===== src/rtl/processor_pkg.sv =====
// Shared constants and types for the memory-mapped I/O responder.
package processor_pkg;

    // Processor data/address width
    localparam int RW = 24;

    // Base of the 16-word I/O window
    localparam logic [RW-1:0] IO_BASE = 24'hFF0000;

    // Register offsets inside the window
    localparam logic [3:0] IO_SW    = 4'd0;
    localparam logic [3:0] IO_SWCHG = 4'd1;
    localparam logic [3:0] IO_G1L   = 4'd2;
    localparam logic [3:0] IO_G1H   = 4'd3;
    localparam logic [3:0] IO_G2L   = 4'd4;
    localparam logic [3:0] IO_G2H   = 4'd5;
    localparam logic [3:0] IO_CYC   = 4'd6;

    // GPIO bank geometry: 24-bit low word plus 12-bit high word
    localparam int GPIO_W    = 36;
    localparam int GPIO_LO_W = 24;
    localparam int GPIO_HI_W = GPIO_W - GPIO_LO_W;

    // Access sequencer states
    typedef enum logic [1:0] {
        IDLE   = 2'd0,
        ACCESS = 2'd1,
        DONE   = 2'd2
    } io_state_t;

endpackage


===== src/rtl/sync_edge_detect.sv =====
// Two-flop synchronizer for an asynchronous input bus, with a one-cycle
// pulse whenever the synchronized value differs from the previous one.
module sync_edge_detect #(
    parameter int WIDTH = 4
) (
    input  logic             clk,
    input  logic             rst_n,
    input  logic [WIDTH-1:0] async_i,
    output logic [WIDTH-1:0] sync_o,
    output logic             change_o
);

    logic [WIDTH-1:0] meta_q;
    logic [WIDTH-1:0] sync_q;
    logic [WIDTH-1:0] prev_q;

    // Synchronizer chain plus one history stage for change detection
    always_ff @(posedge clk or negedge rst_n) begin
        if (!rst_n) begin
            meta_q <= '0;
            sync_q <= '0;
            prev_q <= '0;
        end else begin
            meta_q <= async_i;
            sync_q <= meta_q;
            prev_q <= sync_q;
        end
    end

    assign sync_o   = sync_q;
    assign change_o = |(sync_q ^ prev_q);

endmodule


===== src/rtl/mem_io_responder.sv =====
// Memory-mapped I/O responder: answers loads/stores in a 16-word window,
// owning switches, two 36-bit GPIO banks and a free-running cycle counter,
// and stalls the pipeline until each access has committed.
module mem_io_responder
    import processor_pkg::*;
#(
    parameter int             N           = RW,
    parameter logic [N-1:0]   IO_BASE     = processor_pkg::IO_BASE,
    parameter int             WAIT_CYCLES = 1
) (
    input  logic               clk,
    input  logic               rst,
    input  logic               req,
    input  logic               we,
    input  logic [N-1:0]       address,
    input  logic [N-1:0]       writeData,
    output logic [N-1:0]       q,
    output logic               stall,
    input  logic [3:0]         switches,
    output logic [GPIO_W-1:0]  gpio1,
    output logic [GPIO_W-1:0]  gpio2
);

    localparam logic [3:0] WAIT_INIT = 4'(WAIT_CYCLES);

    io_state_t            state_q, state_d;
    logic                 we_q, we_d;
    logic [3:0]           off_q, off_d;
    logic [N-1:0]         wdata_q, wdata_d;
    logic [3:0]           wait_q, wait_d;
    logic [N-1:0]         q_q, q_d;
    logic [GPIO_W-1:0]    gpio1_q, gpio1_d;
    logic [GPIO_W-1:0]    gpio2_q, gpio2_d;
    logic [N-1:0]         cyc_q, cyc_d;
    logic                 chg_q, chg_d;

    logic                 hit;
    logic                 commit;
    logic [N-1:0]         rdata;
    logic [3:0]           sw_sync;
    logic                 sw_change;

    // Only the upper address bits select the window; the low nibble is the register offset
    assign hit = req & (address[N-1:4] == IO_BASE[N-1:4]);

    sync_edge_detect #(
        .WIDTH (4)
    ) u_sw_sync (
        .clk      (clk),
        .rst_n    (rst),
        .async_i  (switches),
        .sync_o   (sw_sync),
        .change_o (sw_change)
    );

    // Sequencer next state: latch the request in IDLE, count wait states, commit, release
    always_comb begin
        state_d = state_q;
        we_d    = we_q;
        off_d   = off_q;
        wdata_d = wdata_q;
        wait_d  = wait_q;
        stall   = 1'b0;
        commit  = 1'b0;
        case (state_q)
            IDLE: begin
                stall = hit;
                if (hit) begin
                    we_d    = we;
                    off_d   = address[3:0];
                    wdata_d = writeData;
                    wait_d  = WAIT_INIT;
                    state_d = ACCESS;
                end
            end
            ACCESS: begin
                stall = 1'b1;
                if (wait_q != 4'd0) begin
                    wait_d = wait_q - 1'b1;
                end else begin
                    commit  = 1'b1;
                    state_d = DONE;
                end
            end
            DONE: begin
                // Same instruction is still presented; its req must not retrigger
                state_d = IDLE;
            end
            default: begin
                state_d = IDLE;
            end
        endcase
    end

    // Read mux for the latched offset; unmapped offsets read as zero
    always_comb begin
        rdata = '0;
        case (off_q)
            IO_SW:    rdata[3:0]           = sw_sync;
            IO_SWCHG: rdata[0]             = chg_q;
            IO_G1L:   rdata[GPIO_LO_W-1:0] = gpio1_q[GPIO_LO_W-1:0];
            IO_G1H:   rdata[GPIO_HI_W-1:0] = gpio1_q[GPIO_W-1:GPIO_LO_W];
            IO_G2L:   rdata[GPIO_LO_W-1:0] = gpio2_q[GPIO_LO_W-1:0];
            IO_G2H:   rdata[GPIO_HI_W-1:0] = gpio2_q[GPIO_W-1:GPIO_LO_W];
            IO_CYC:   rdata                = cyc_q;
            default:  rdata                = '0;
        endcase
    end

    // Register file updates at commit, change latch and free-running counter
    always_comb begin
        gpio1_d = gpio1_q;
        gpio2_d = gpio2_q;
        q_d     = q_q;
        chg_d   = chg_q;
        cyc_d   = cyc_q + 1'b1;
        if (commit) begin
            if (we_q) begin
                case (off_q)
                    IO_G1L:  gpio1_d[GPIO_LO_W-1:0]      = wdata_q[GPIO_LO_W-1:0];
                    IO_G1H:  gpio1_d[GPIO_W-1:GPIO_LO_W] = wdata_q[GPIO_HI_W-1:0];
                    IO_G2L:  gpio2_d[GPIO_LO_W-1:0]      = wdata_q[GPIO_LO_W-1:0];
                    IO_G2H:  gpio2_d[GPIO_W-1:GPIO_LO_W] = wdata_q[GPIO_HI_W-1:0];
                    default: ;
                endcase
            end else begin
                q_d = rdata;
                if (off_q == IO_SWCHG) begin
                    chg_d = 1'b0;
                end
            end
        end
        // A fresh switch change must never be lost to a concurrent read-clear
        if (sw_change) begin
            chg_d = 1'b1;
        end
    end

    // State and datapath registers
    always_ff @(posedge clk or negedge rst) begin
        if (!rst) begin
            state_q <= IDLE;
            we_q    <= 1'b0;
            off_q   <= '0;
            wdata_q <= '0;
            wait_q  <= '0;
            q_q     <= '0;
            gpio1_q <= '0;
            gpio2_q <= '0;
            cyc_q   <= '0;
            chg_q   <= 1'b0;
        end else begin
            state_q <= state_d;
            we_q    <= we_d;
            off_q   <= off_d;
            wdata_q <= wdata_d;
            wait_q  <= wait_d;
            q_q     <= q_d;
            gpio1_q <= gpio1_d;
            gpio2_q <= gpio2_d;
            cyc_q   <= cyc_d;
            chg_q   <= chg_d;
        end
    end

    assign q     = q_q;
    assign gpio1 = gpio1_q;
    assign gpio2 = gpio2_q;

endmodule


===== config.mk =====
export PLATFORM = sky130hd
export DESIGN_NAME = mem_io_responder
export DESIGN_NICKNAME = d
export VERILOG_FILES = /design/src/rtl/processor_pkg.sv /design/src/rtl/sync_edge_detect.sv /design/src/rtl/mem_io_responder.sv
export SDC_FILE = /design/constraint.sdc
export NUM_CORES = 1
export LEC_CHECK = 0
export BUFFER_PORTS_ARGS = -buffer_cell sky130_fd_sc_hd__buf_2
export CORE_MARGIN = 1
export CORE_UTILIZATION = 45
export CTS_CLUSTER_DIAMETER = 150
export DETAILED_ROUTE_END_ITERATION = 6
export PLACE_DENSITY_LB_ADDON = 0.25
export REMOVE_ABC_BUFFERS = 1
export SLEW_MARGIN = 20
export SYNTH_ARGS = -nofsm -noshare
export SYNTH_HDL_FRONTEND = slang
export SYNTH_HIERARCHICAL = 1
export SYNTH_SLANG_ARGS = --single-unit

===== constraint.sdc =====
create_clock -name clk -period 2.2 [get_ports clk]
set_input_delay 0.11 -clock clk [delete_from_list [all_inputs] [get_ports clk]]
set_output_delay 0.11 -clock clk [all_outputs]
set_load 0.1 [all_outputs]

* Yosys cells after proc, flatten, opt, wreduce, memory -nomap -nowiden
Index checks and enable logic that the tools add are counted.
** Cells by class
- Order comparisons :: 0
- Multiply operators :: 0
- Equality and inequality tests :: 12
- Divide/modulo/power cells :: 0
- Add/subtract/negate cells :: 2
- Muxes and demuxes :: 17
- Reductions and logical operators :: 16
- Shift-type cells :: 0
- Bitwise operators :: 3
** Operators by type and width (number)
- 8-bit case mux with 5 select lines :: 1
- 12-bit case mux with 3 select lines :: 1
- 24-bit by 1-bit adder with 24-bit output (second input constant) :: 1
- 20-bit == test (second input constant) :: 1
- 3-bit case mux with 6 select lines :: 1
- 3-bit AND reduction :: 6
- 4-bit by 3-bit == test with 1-bit output (second input constant) :: 3
- 4-bit by 2-bit == test with 1-bit output (second input constant) :: 2
- 4-bit two-way mux :: 2
- 4-bit case mux with 2 select lines :: 1
- 1-bit case mux with 7 select lines :: 1
- 1-bit two-way mux :: 6
- 2-bit inequality test (second input constant) :: 3
- 2-bit AND reduction :: 3
- 2-bit nonzero test :: 3
- 4-bit by 1-bit == test with 1-bit output (second input constant) :: 1
- 4-bit logical NOT :: 1
- 2-bit two-way mux :: 2
- 2-bit case mux with 2 select lines :: 1
- 4-bit nonzero test :: 1
- 4-bit OR reduction :: 1
- 4-bit by 1-bit subtractor with 4-bit output (second input constant) :: 1
- 4-bit XOR :: 1
- 2-bit by 1-bit == test with 1-bit output (second input constant) :: 1
- other kinds (5) :: 5
** Storage, ports and cells
- Flip-flop bits (word level) :: 168
- Bits in latches :: 0
- Bits in writable memories :: 0
- Bits in read-only memories :: 0
- Output and inout bits :: 97
- Memories :: 0
- Bits of input ports :: 56

* Longest topological paths before layout
- Word-level depth :: 5
- Mapped depth :: 8

* Modules after synthesis
The synthesis kept the hierarchy.
** By module, submodules not included
- mem_io_responder :: sequential area each 3903.7 um2, times used 1, cells each 498, area an instance 6633.9 um2
- sync_edge_detect :: sequential area each 300.3 um2, times used 1, cells each 17, area an instance 341.6 um2

* Worst setup path after synthesis
OpenSTA, ideal clock, no wires.
- Path type :: register -> output
- Start :: reg state_q[1]
- End :: out stall
- Slack :: -0.300 ns
- Arrival :: 2.390 ns
- Cell stages (with the launch flop) :: 5
- Path through :: dfrtp_1 -> or4b_4 -> nor4_4 -> buf_6 -> nand2b_1
** Between the ends
- Longest elaborated chain between the ends :: 2
** RTL lines
- start: declaration :: RTL line mem_io_responder.sv:26 : io_state_t state_q, state_d;
- start signal: assignment :: RTL line mem_io_responder.sv:153 : state_q <= state_d;
- 2-bit by 1-bit == test with 1-bit output / 2-bit logical NOT (equally long branches) :: RTL line mem_io_responder.sv:65 : case (state_q)
- 1-bit case mux with 2 select lines * :: RTL line mem_io_responder.sv:65
- end: declaration :: RTL line mem_io_responder.sv:18 : output logic stall,
Mark *: on every way between the ends. The rest lies on a longest branch, timed or not.

* Worst setup path in the final report
- Start :: reg state_q[1]
- End :: reg wdata_q[6]
** Between the ends
- Longest elaborated chain between the ends :: 2
** RTL lines
- 2-bit logical NOT :: RTL line mem_io_responder.sv:65
- 2-bit AND reduction (no line)
- end signal: assignment :: RTL line mem_io_responder.sv:156 : wdata_q <= wdata_d;
- end: declaration :: RTL line mem_io_responder.sv:29 : logic [N-1:0] wdata_q, wdata_d;
Every way passes these cells.
A chain may end at the register's enable or synchronous reset.

==> results by group <==
Status
  – Status: complete, but fails checks
  – Violated checks: DRC

Synthesis
  – Simple-gate area share of the yosys netlist: 0.0900
  – Synth area leaders: dfrtp_1, mux2_2, a222oi_1
  – Synth Area in XOR/XNOR: 0.0326
  – EDFF count, synth: 0
  – Seq/Total Area, Yosys: 0.603
  – Synth Area in Compound Gates: 0.0816
  – FFs w/ async S/R, synth: 1.00
  – Synth area leader: dfrtp_1
  – #FFs+latches synth: 168
  – Largest family of logic cells by synthesized area: multiplexers
  – Mux contribution to synthesized area: 0.168
  – Synth cell types: 51
  – Post-Synthesis Cells: between 500 and 600
  – Dominant synthesized flop cell: dfrtp_1
  – Post-synth top area share: 0.603
  – Synth warn: 6
  – Mean Syn Cell Area: around 14 sq um
  – Adder-cell area share of the yosys netlist: 0.00359
  – Netlist Area Pre-Place: 0.00698 sq mm

Job
  – Maxcap violations: 0

Timing
  – Setup Viol. Count Final: 0
  – Peak Freq: 467 MHz
  – Hold_ws: 229 ps
  – Fin Setup TNS: 0 ps
  – Final hold viol count: 0
  – Pins over their slew limit: 0
  – Slew @ Worst Pin: 595 ps
  – Final period util: 0.973
  – Min Tclk post-route: approximately 2100 ps
  – Slew margin rel.: 0.603
  – RSZ-0062 raised after global routing: true
  – Worst clock skew: 6.85 ps

Floorplan
  – Die H: 127 um
  – Die W: 127 um
  – Cell Rows: 45
  – Ports: between 150 and 200
  – Die area: ~0.016 sq mm
  – CORE AREA: approximately 0.015 sq mm
  – Initial Util: 0.461

Worst setup path
  – WP data required: 2510 ps
  – Startpoint types: register
  – Crit. End Element: register
  – Crit-path cells: or4b_4 -> nor4_4 -> buf_12 -> buf_4 -> mux2_2
  – Crit Path Class: reg2reg
  – Crit path max-delay cell type: or4b_4
  – Crit-path max FO: 17
  – Data arrival, critical path: 2450 ps
  – Max stage delay on crit path: ~550 ps
  – Critical path startpoint: state_q[1]
  – Reg-to-Reg Start: state_q[1]

Cells and area
  – Ant. Diodes: 0
  – Final Net Count: 786
  – Most frequent cells in the layout: dfrtp_1, buf_2, mux2_2
  – P&R area growth vs syn: 31.7%
  – Final Util: 0.607
  – Sequential Area: 0.00420 sq mm
  – Commonest non-fill, non-tap cell in the layout: dfrtp_1
  – Share of layout cells above drive strength 1: 0.451
  – Area of the multi-input gates: approximately 0.0027 sq mm
  – Fillers: 1191

Global routing
  – Initial antenna violation count: 1
  – Met3 Usage GRT: 0.0548
  – Vias in the first global route: 5345
  – First-pass GRT wire length: 29000 um
  – Global Route met1 Usage: 0.315
  – Total global-route track usage: 0.241
  – Met2 global-route usage: 0.397
  – Remaining Overflow, GRT: 0
  – Busiest layer in global routing: met2
  – Largest net degree at the start of global routing: 65

CTS
  – Worst-case clock buffer depth: 2
  – Clock Tree Root: clkbuf_16
  – H-Tree Depth: 4
  – Total clock buffers created by CTS: 17
  – Clock Sinks: 168
  – CTS tree: built
  – Clock-pin slew on the worst setup and hold paths: 60 ps
  – Clock latency on the worst-skew pair: between 400 and 500 ps

Detailed routing
  – Initial drt markers: 379
  – DR vias: approximately 5200
  – Drt total wl: approximately 18000 um
  – Drt wl/cell: 19.4 um
  – Drt first pass iters: 7
  – Vias/cell: 5.57
  – Residual DRC: 1
  – Antenna-violating nets left: 0

Pwr
  – Pwr Density: 700 mW/mm^2
  – Leakage: 4.75 nW
  – Pwr Total: about 6.4 mW
  – Peak supply drop: 490 uV

Hold path
  – Class of the worst hold path: in2async

Placed design
  – Port bufs: 152
  – Post-DP HPWL: 11800 um
  – Routability cong.: ~0.79
-- sequential cells by signal (all words and copies together) (netlist names) --
signal            cells
chg_q                 1
wdata_q              24
state_q               2
u_sw_sync/sync_o      4
u_sw_sync/meta_q      4
we_q                  1
gpio2                36
u_sw_sync/prev_q      4
gpio1                36
off_q                 4
cyc_q                24
q                    24
wait_q                4
-- through the flow --
step	cell area (sq um)	setup slack [ps]	std cells
floorplan	6840	-1800	488
global placement	8190	120	861
detailed placement	8190	-29.0	861
CTS	9200	7.11	929
global route	9190	-16.7	928
finish	9190	58.4	928
-- final cells by class --
class                   instances  area share
clock buffers                  19      0.0482
clock inverters                12      0.0192
inverters                       5     0.00204
multi-input cells             315       0.292
flip-flops and latches        168       0.458
well taps                     188      0.0256
repair buffers                221       0.155
-- worst max-delay path: cells and delay by family, from the launching register on --
family,cells,cell delay [ps]
and+or+nand+nor,2,780
DFF,1,390
muxes,1,380
buffers and inverters,2,460
-- power by group --
group | leakage [nW] | switching [mW] | total (mW) | internal [mW]
clock | 0.299 | 1.18 | 3.10 | 1.92
combinational | 2.16 | 0.119 | 0.217 | 0.0979
sequential | 2.29 | 0.00885 | 3.11 | 3.10
-- cells by family after synthesis --
| group | Yosys count |
|---|---|
| buffers and inverters | 32 |
| adders and majority gates | 2 |
| muxes | 104 |
| and+or+nand+nor | 109 |
| xor gates and xnor gates | 26 |
| DFF | 168 |
| AOI/OAI and AO/OA | 74 |
-- routing by layer --
metal	share of wire	vias up	routed length, um
met5	0	-	0
met4	0.015	0	262
met3	0.062	18	1110
met2	0.50	181	8920
met1	0.43	2638	7680
li1	-	2330	-
-- timing repair --
item	in CTS	in global routing
setup buffers	2	0
gates cloned	1	0
pin swaps	1	0
setup endpoints to repair	13	71
endpoints found under the hold margin	93	0
hold buffers	34	0
resized for setup	1	4
-- worst paths after layout --
path,slack [ps],to,cells after the start
setup reg to reg,60,wdata_q[6],5
setup / recovery,60,wdata_q[6],5
hold / removal,230,wdata_q[23],2
hold reg to reg,350,u_sw_sync/sync_o[2],0
max in group asynchronous,1220,gpio2[1],3
min in group clk,330,u_sw_sync/meta_q[0],2
-- synthesized netlist by cell type (all sizes together) (8+ instances only) --
master	n
and3	8
clkbuf	17
a222oi	22
buf	10
xnor2	22
dfrtp	168
o21ai	17
nand3	12
nand2	39
a22o	8
a22oi	12
mux2	103
No activity file was read; power rests on OpenSTA's default activity.
